**src/rtl/rv32i_boot_ctrl.sv**
```systemverilog
// Boot sequencer for the single-cycle RV32I core: streams a length-prefixed
// byte image into imem, releases the core, then watches for a halt store or timeout.
module rv32i_boot_ctrl #(
   parameter int          IMEM_DEPTH = 1024,
   parameter int          ADDR_W     = 10,
   parameter logic [31:0] HALT_ADDR  = 32'hFFFF_FFF0,
   parameter int          MAX_CYCLES = 1000000
) (
   input  logic              clk,
   input  logic              rst_n,
   input  logic              in_valid,
   input  logic [7:0]        in_data,
   output logic              in_ready,
   input  logic              restart,
   output logic              imem_we,
   output logic [ADDR_W-1:0] imem_addr,
   output logic [31:0]       imem_wdata,
   output logic              core_rst_n,
   input  logic              mem_write,
   input  logic [31:0]       alu_result,
   input  logic [31:0]       write_data,
   output logic              done,
   output logic              timeout,
   output logic              err,
   output logic [31:0]       exit_code,
   output logic [31:0]       cycle_count
);

   localparam logic [2:0] ST_HDR  = 3'd0;
   localparam logic [2:0] ST_LOAD = 3'd1;
   localparam logic [2:0] ST_RUN  = 3'd2;
   localparam logic [2:0] ST_DONE = 3'd3;
   localparam logic [2:0] ST_ERR  = 3'd4;

   localparam logic [31:0] DEPTH_W    = 32'(IMEM_DEPTH);
   localparam logic [31:0] LAST_CYCLE = 32'(MAX_CYCLES - 1);
   localparam logic [ADDR_W-1:0] ONE  = {{(ADDR_W-1){1'b0}}, 1'b1};

   logic [2:0]        state;
   logic [1:0]        byte_cnt;
   logic [23:0]       byte_buf;
   logic [ADDR_W-1:0] word_cnt;
   logic [ADDR_W-1:0] last_idx;
   logic [31:0]       word;
   logic              take;
   logic              word_end;
   logic              halt;

   assign in_ready   = (state == ST_HDR) || (state == ST_LOAD);
   assign core_rst_n = (state == ST_RUN);
   assign take       = in_valid && in_ready;
   assign word_end   = take && (byte_cnt == 2'd3);
   // The 4th byte is used straight off the bus so the word is complete on that edge.
   assign word       = {in_data, byte_buf};
   assign halt       = mem_write && (alu_result == HALT_ADDR);

   always_ff @(posedge clk) begin
      if (!rst_n) begin
         state       <= ST_HDR;
         byte_cnt    <= 2'd0;
         byte_buf    <= 24'd0;
         word_cnt    <= '0;
         last_idx    <= '0;
         imem_we     <= 1'b0;
         imem_addr   <= '0;
         imem_wdata  <= 32'd0;
         done        <= 1'b0;
         timeout     <= 1'b0;
         err         <= 1'b0;
         exit_code   <= 32'd0;
         cycle_count <= 32'd0;
      end else begin
         imem_we <= 1'b0;

         if (take) begin
            byte_cnt <= byte_cnt + 2'd1;
            case (byte_cnt)
               2'd0:    byte_buf[7:0]   <= in_data;
               2'd1:    byte_buf[15:8]  <= in_data;
               2'd2:    byte_buf[23:16] <= in_data;
               default: ;
            endcase
         end

         case (state)
            ST_HDR: begin
               if (word_end) begin
                  if (word == 32'd0) begin
                     state       <= ST_RUN;
                     cycle_count <= 32'd0;
                  end else if (word > DEPTH_W) begin
                     state <= ST_ERR;
                     err   <= 1'b1;
                  end else begin
                     state    <= ST_LOAD;
                     word_cnt <= '0;
                     last_idx <= word[ADDR_W-1:0] - ONE;
                  end
               end
            end
            ST_LOAD: begin
               if (word_end) begin
                  imem_we    <= 1'b1;
                  imem_addr  <= word_cnt;
                  imem_wdata <= word;
                  word_cnt   <= word_cnt + ONE;
                  // Core leaves reset on the same edge as the final write.
                  if (word_cnt == last_idx) begin
                     state       <= ST_RUN;
                     cycle_count <= 32'd0;
                  end
               end
            end
            ST_RUN: begin
               cycle_count <= cycle_count + 32'd1;
               if (halt) begin
                  state     <= ST_DONE;
                  done      <= 1'b1;
                  exit_code <= write_data;
               end else if (cycle_count == LAST_CYCLE) begin
                  state   <= ST_DONE;
                  done    <= 1'b1;
                  timeout <= 1'b1;
               end
            end
            ST_DONE, ST_ERR: begin
               if (restart) begin
                  state       <= ST_HDR;
                  done        <= 1'b0;
                  timeout     <= 1'b0;
                  err         <= 1'b0;
                  exit_code   <= 32'd0;
                  cycle_count <= 32'd0;
                  byte_cnt    <= 2'd0;
               end
            end
            default: state <= ST_HDR;
         endcase
      end
   end

endmodule
```
**config.mk**
```make
export PLATFORM = sky130hd
export DESIGN_NAME = rv32i_boot_ctrl
export DESIGN_NICKNAME = d
export VERILOG_FILES = /design/src/rtl/rv32i_boot_ctrl.sv
export SDC_FILE = /design/constraint.sdc
export NUM_CORES = 1
export LEC_CHECK = 0
export CAP_MARGIN = 15
export CORE_ASPECT_RATIO = 2
export CORE_MARGIN = 4
export CORE_UTILIZATION = 49
export DETAILED_ROUTE_END_ITERATION = 8
export GPL_TIMING_DRIVEN = 0
export HOLD_SLACK_MARGIN = 0.12
export PLACE_DENSITY = 0.81
export SYNTH_ARGS = -nofsm -noshare
export SYNTH_HDL_FRONTEND = slang
export SYNTH_SLANG_ARGS = --single-unit
export TNS_END_PERCENT = 30
```
**constraint.sdc**
```tcl
create_clock -name clk -period 2.9 [get_ports clk]
set_input_delay 0.58 -clock clk [delete_from_list [all_inputs] [get_ports clk]]
set_output_delay 0.58 -clock clk [all_outputs]
set_load 0.05 [all_outputs]
```
==> results.json, run 1 <==
{
  "worstSetupPathDepth": 6,
  "cp-endpoint": "core_rst_n",
  "io_buffers": 187,
  "fin_crit_sh_pct": 97.6,
  "grt_pass1_wl_um": 35400,
  "dieArea_um2": 16300,
  "antenna_found_initial": 0,
  "synth_flop_cell": "dfxtp_1",
  "grt_pass1_vias": 7236,
  "vdd_drop_max_mv": 0.465,
  "crit_type": "flip-flop to primary output",
  "initial_core_util_pct": 50.0,
  "slowest_stage": "clkdlybuf4s15_2",
  "power.internal_mw": 3.85,
  "postLayoutCellArea_um2": 9800,
  "maxCapViolCount": 0,
  "reg2reg_depth": 10,
  "syn2layout_area_growth_pct": 40.3,
  "core_um2": 14000,
  "place_congestion": 0.909,
  "stdcell_count": 1293,
  "critPathLaunchType": "flip-flop",
  "synth_nets": 963,
  "slowest_delay_ps": 370,
  "finalClockSkew_ps": 11.3,
  "crit_start": "state[0]",
  "clk_latency_ps": 430,
  "synth_simple_gate_area_share_pct": 27.6,
  "setup_violations": 0,
  "wire_per_inst_um": 17.2,
  "ys_ff_latch": 159,
  "grt_max_degree": 18,
  "maxSlewHeadroom_pct": 40.4,
  "worst-path-buf-inv": 4,
  "cts_root_buf": "clkbuf_16",
  "placed_area_um2": 9090,
  "grt_overflow": 0,
  "clockBufferDepth": 2,
  "die_h_um": 177,
  "worstPathRequired_ps": 2320,
  "synth_top_family_by_area": "simple AND/OR/NAND/NOR gates",
  "clock_sinks": 159,
  "hold_ws_ps": 448,
  "seq_area_frac_synth_pct": 45.6,
  "synthMuxAreaShare_pct": 0.287,
  "min_path_cells": 2,
  "slew_viol_final": 0,
  "synth_compound_area_share_pct": 18.1,
  "rows": 61,
  "synth-xor-area-share_pct": 3.14,
  "crit_arrival_ps": 2250,
  "seq_power_share_pct": 41.7,
  "hold_class": "flip-flop to flip-flop",
  "p_clk_share_pct": 40.5,
  "place_ws_ps": -699,
  "yosysWarnings": 0,
  "final_period_minus_worst_setup_slack_ps": 2830,
  "synthesis.area_um2": 6980,
  "worst_slew_pin_slew_ps": 893,
  "cp_max_fo": 10,
  "rsz0062_at_grt": "yes",
  "htreeDepth": 4,
  "wl_um": 22300,
  "timing.rr.end": "cycle_count[17]",
  "cts-buffers-inserted": 17,
  "final_cell_mix": "nand2_1 (203), clkdlybuf4s50_1 (186), dfxtp_1 (159), a21oi_1 (133), nand3_1 (47)",
  "synth.distinct_cells": 57,
  "power_switching_mw": 1.70,
  "num_antenna_cells": 0,
  "dr.pass1.iters": 5,
  "syn_area_per_cell_um2": 7.95,
  "drt_iter0_drc": 312,
  "sw_frac_of_total_pct": 30.6,
  "status": "complete, no violations",
  "synthesis.instances": 878,
  "critPathCaptureType": "primary output",
  "final_common_cell": "nand2_1",
  "regToRegSetupSlack_ps": 190,
  "drc": 0,
  "die_x_um": 92.4,
  "path_clk_slew_ps": 70,
  "ys_async_sr_fraction_pct": 0,
  "path_delay_family": "buffers and inverters",
  "powerDensity_nw_per_um2": 567,
  "num_vias": 7341,
  "fin_nets": 1176,
  "regToRegStartpoint": "byte_buf[0]",
  "placed_cells": 1254,
  "setup_slack_ps": 70.5,
  "postRouteAntennaNets": 0,
  "fmax_mhz": 353,
  "grt_use_total_pct": 27.2,
  "hold_violations": 0,
  "combPwrFrac_pct": 17.8,
  "power.leakage_nw": 3.34,
  "synth_fa_ha_area_share_pct": 1.43,
  "place_hpwl_um": 16800,
  "via_per_inst": 5.68,
  "synth_edf_count": 0,
  "drive_gt1_share_pct": 6.34,
  "cts_hold_buf": 0,
  "io_pins": 189,
  "cts_tree": "yes",
  "cp_cell_sequence": "clkbuf_1, nor2_1, nand2_1, clkinv_2, clkbuf_2, clkdlybuf4s15_2"
}
worst min-delay path, cell delays in order, from the launching register on:
cell and delay, ps:
dfxtp_1 310, nand2_1 50, a21oi_1 50
repair_timing:
action | CTS | global route
gates resized for setup | 12 | 12
setup buffers | 0 | 8
endpoints found under the setup margin | 56 | 75
endpoints found under the hold margin | 0 | 0
pin swaps | 1 | 2
state kept, by name, indices dropped and copies added (netlist names), 2 cells and up:
name         flops
cycle_count     32
exit_code       32
imem_wdata      32
byte_buf        24
imem_addr       10
last_idx        10
word_cnt        10
state            3
byte_cnt         2
power by group through the flow:
stage | logic (mW) | clock network (mW) | registers (mW)
floorplan | 0.571 | 0 | 2.39
global route | 1.07 | 2.37 | 2.32
finish | 0.989 | 2.25 | 2.32
detailed placement | 0.947 | 0 | 2.36
CTS | 0.965 | 2.28 | 2.31
global placement | 0.935 | 0 | 2.36
worst min path at each step:
stage | endpoint | from | slack [ps]
4_1_cts | exit_code[26] | exit_code[26] | 450
5_1_grt | exit_code[26] | exit_code[26] | 470
2_1_floorplan | imem_wdata[23] | byte_buf[23] | 440
3_5_place_dp | exit_code[26] | exit_code[26] | 440
6_report | exit_code[3] | exit_code[3] | 450
3_3_place_gp | exit_code[3] | exit_code[3] | 440
metrics by stage:
| step | power [mW] | TNS, ps | util [%] |
|---|---|---|---|
| 2_1_floorplan | 2.96 | 0 | - |
| 5_1_grt | 5.76 | -108 | 70.1 |
| 3_3_place_gp | 3.30 | -40960 | 65.1 |
| 3_5_place_dp | 3.31 | -45780 | 65.1 |
| 4_1_cts | 5.56 | -10.8 | 69.5 |
| 6_report | 5.55 | 0 | 70.1 |
cell families (layout without fill, tap and decap cells):
group / after synthesis / after routing
flip-flops: 159 / 159
AND/OR/NAND/NOR: 402 / 402
adder cells (fa/ha/maj): 8 / 8
multiplexers: 2 / 2
buffers and inverters: 68 / 294
AO/OA/AOI/OAI: 214 / 214
XOR/XNOR: 25 / 25
synthesized netlist by cell type (13+ instances only):
| cell type | instances | share of area [%] |
|---|---|---|
| nand2_1 | 203 | 11 |
| dfxtp_1 | 159 | 46 |
| a21oi_1 | 133 | 9.5 |
| clkbuf_1 | 51 | 2.7 |
| nand3_1 | 48 | 3.4 |
| nor2_1 | 41 | 2.2 |
| o21ai_0 | 21 | 1.5 |
| xor2_1 | 19 | 2.4 |
| and3_1 | 16 | 1.4 |
| nand4_1 | 16 | 1.4 |
| or4_1 | 16 | 1.7 |
| o31ai_1 | 15 | 1.6 |
| nor3_1 | 13 | 0.93 |
area by class of cell:
type / instances / area, um2
fill: 1168 / 4170
tap: 189 / 236
multi-input combinational: 651 / 3570
inverter: 11 / 42.5
buffer: 56 / 238
timing repair buffer: 195 / 1930
sequential: 159 / 3180
clock inverter: 15 / 169
clock buffer: 17 / 425
metal layers:
metal	global-route usage [%]	vias up	part of all wire, %
li1	-	3537	-
met5	0	-	0
met4	17.5	0	5.9
met3	4.72	85	4.2
met1	26.3	3445	34
met2	51.5	274	56
(Power assumes the default switching activity.)
==> run 2: changes to the inputs <==
--- a/config.mk
+++ b/config.mk
@@ -8,11 +8,11 @@
 export CAP_MARGIN = 15
 export CORE_ASPECT_RATIO = 2
 export CORE_MARGIN = 4
-export CORE_UTILIZATION = 49
+export CORE_UTILIZATION = 32
 export DETAILED_ROUTE_END_ITERATION = 8
 export GPL_TIMING_DRIVEN = 0
 export HOLD_SLACK_MARGIN = 0.12
-export PLACE_DENSITY = 0.81
+export PLACE_DENSITY = 0.69
 export SYNTH_ARGS = -nofsm -noshare
 export SYNTH_HDL_FRONTEND = slang
 export SYNTH_SLANG_ARGS = --single-unit
==> constraint.sdc (replaced) <==
create_clock -name clk -period 3.4 [get_ports clk]
set_input_delay 0.68 -clock clk [delete_from_list [all_inputs] [get_ports clk]]
set_output_delay 0.68 -clock clk [all_outputs]
set_load 0.05 [all_outputs]
==> run 2 against run 1 <==
  * Sequential power down 15%
  * Clock power shrank 19%
  * Combinational power is 16% lower
  * Final area barely moved
  * Non-clock buffer count down 7
  * Clock skew is essentially flat
  * Largest cell class unchanged
==> results.json, run 2 (synthesis gave the netlist of run 1 again) <==
{
  "rows": 76,
  "path_clk_slew_ps": 70,
  "seq_power_share_pct": 42.6,
  "io_pins": 189,
  "final_period_minus_worst_setup_slack_ps": 3290,
  "die_x_um": 112,
  "power_switching_mw": 1.43,
  "min_path_cells": 2,
  "io_buffers": 187,
  "cp_max_fo": 10,
  "total_power_mw": 4.63,
  "crit_type": "flip-flop to primary output",
  "crit_top_cell": "clkbuf_1",
  "reg2reg_depth": 10,
  "core_um2": 21500,
  "utilization_pct": 45.5,
  "top_regs": "cycle_count: 32 flops, exit_code: 32 flops, imem_wdata: 32 flops",
  "hold_class": "flip-flop to flip-flop",
  "power.internal_mw": 3.20,
  "combPwrFrac_pct": 18.0,
  "drive_gt1_share_pct": 4.65,
  "timing.rr.end": "last_idx[4]",
  "regToRegSetupSlack_ps": 440,
  "cts_tree": "yes",
  "hold_violations": 0,
  "die_h_um": 217,
  "postRouteAntennaNets": 0,
  "maxCapViolCount": 0,
  "clockBufferDepth": 2,
  "drt_iter0_drc": 386,
  "wire_per_inst_um": 17.4,
  "slowest_delay_ps": 490,
  "worst-path-buf-inv": 4,
  "post_cts_buffers": 0,
  "place_congestion": 0.939,
  "rsz0062_at_grt": "yes",
  "hp-start": "exit_code[16]",
  "slowest_stage": "dlygate4sd2_1",
  "syn2layout_area_growth_pct": 40.2,
  "dr.pass1.iters": 6,
  "sw_frac_of_total_pct": 30.9,
  "drc": 0,
  "hold_end": "exit_code[16]",
  "clk_latency_ps": 440,
  "status": "complete, no violations",
  "vdd_drop_max_mv": 0.304,
  "setup_violations": 0,
  "via_per_inst": 5.24,
  "cts_root_buf": "clkbuf_16",
  "critPathLaunchType": "flip-flop",
  "grt_pass1_wl_um": 37200,
  "htreeDepth": 4,
  "powerDensity_nw_per_um2": 473,
  "fmax_mhz": 304,
  "dieArea_um2": 24400,
  "grt_use_total_pct": 19.3,
  "final_cell_mix": "nand2_1 (203), clkdlybuf4s50_1 (186), dfxtp_1 (159), a21oi_1 (133), clkbuf_1 (50)",
  "num_vias": 7178,
  "worstPathRequired_ps": 2720,
  "final_common_cell": "nand2_1",
  "regToRegStartpoint": "byte_buf[0]",
  "fin_nets": 1169,
  "p_clk_share_pct": 39.4,
  "critPathCaptureType": "primary output",
  "antenna_found_initial": 0,
  "power.leakage_nw": 3.23,
  "maxSlewHeadroom_pct": 41.9,
  "worst_slew_pin_slew_ps": 872,
  "grt_pass1_vias": 7172,
  "crit_arrival_ps": 2610,
  "cp_cell_sequence": "clkbuf_1, nor2_1, nand2_1, clkinvlp_4, clkbuf_1, dlygate4sd2_1",
  "initial_core_util_pct": 32.5,
  "path_delay_family": "buffers and inverters",
  "clock_sinks": 159,
  "wl_um": 23900,
  "finalClockSkew_ps": 11.0,
  "cts-buffers-inserted": 17,
  "fin_crit_sh_pct": 96.9,
  "grt_overflow": 0,
  "slew_viol_final": 0,
  "place_hpwl_um": 18500,
  "grt_max_degree": 17
}
-- run 2: changes by cell type in the layout (fill, tap and decap cells not counted), moves of 2 or more --
cell        delta
buf_4          -9
inv_8          -2
inv_6          -2
clkbuf_1       +7
clkinv_4       +2
clkinv_2       -2
clkbuf_2       -7
clkinvlp_4     +5
-- run 2: repair_timing --
action	4_1_cts	5_1_grt
endpoints found under the setup margin	1	18
hold buffers	0	0
pin swaps	0	1
gates resized for setup	1	6
hold endpoints to repair	0	0
cloned	0	0
-- run 2: cell type report --
cell class / instances / area (um2)
Tap cell: 273 / 342
Inverter: 11 / 45.0
Clock buffer: 18 / 439
Sequential cell: 159 / 3180
Clock inverter: 14 / 125
Fill cell: 2167 / 11700
Multi-Input combinational cell: 651 / 3550
Antenna cell: 1 / 2.50
Timing Repair Buffer: 187 / 1870
Buffer: 57 / 230
-- run 2: worst register-to-register path, stage by stage (launching register included) --
cell      delay [ps]
dfxtp_1          370
inv_1            130
ha_1             150
or4b_1           510
o31a_1           320
nor4_4           500
and3_1           240
buf_4            170
buf_2            220
nor2_1            60
a211oi_1         200
-- run 2: per-stage QoR --
step / setup TNS [ps] / worst slack [ps] / cells / area (um2) / hold slack (ps)
after floorplan: 0 / 814 / 878 / 6980 / 445
after detailed placement: -16970 / -451 / 1338 / 9200 / 444
after global routing: -125 / -125 / 1370 / 9780 / 474
after CTS: 0 / 18.7 / 1370 / 9760 / 451
after global placement: -16020 / -456 / 1338 / 9200 / 438
final: 0 / 105 / 1371 / 9790 / 451
-- run 2: power by group through the flow --
stage	clock, mW	sequential (mW)	combinational [mW]
global route	1.95	1.98	0.902
finish	1.82	1.97	0.832
CTS	1.88	1.97	0.822
global placement	0	2.02	0.810
floorplan	0	2.04	0.487
detailed placement	0	2.02	0.821
-- run 2: worst max path at each step --
stage,depth (start not counted),start,endpoint
after floorplan,8,cycle_count[0],cycle_count[28]
after global routing,6,state[2],core_rst_n
final,6,state[2],core_rst_n
after CTS,8,in_data[6],cycle_count[27]
after global placement,8,in_data[6],cycle_count[30]
after detailed placement,8,in_data[6],cycle_count[27]
-- run 2: metal layers --
| metal | track usage [%] | up-vias | part of all wire (%) |
|---|---|---|---|
| li1 | - | 3517 | - |
| met1 | 18.6 | 3327 | 35 |
| met2 | 37.4 | 264 | 56 |
| met3 | 3.67 | 70 | 4.8 |
| met4 | 10.8 | 0 | 4.4 |
| met5 | 0 | - | 0 |
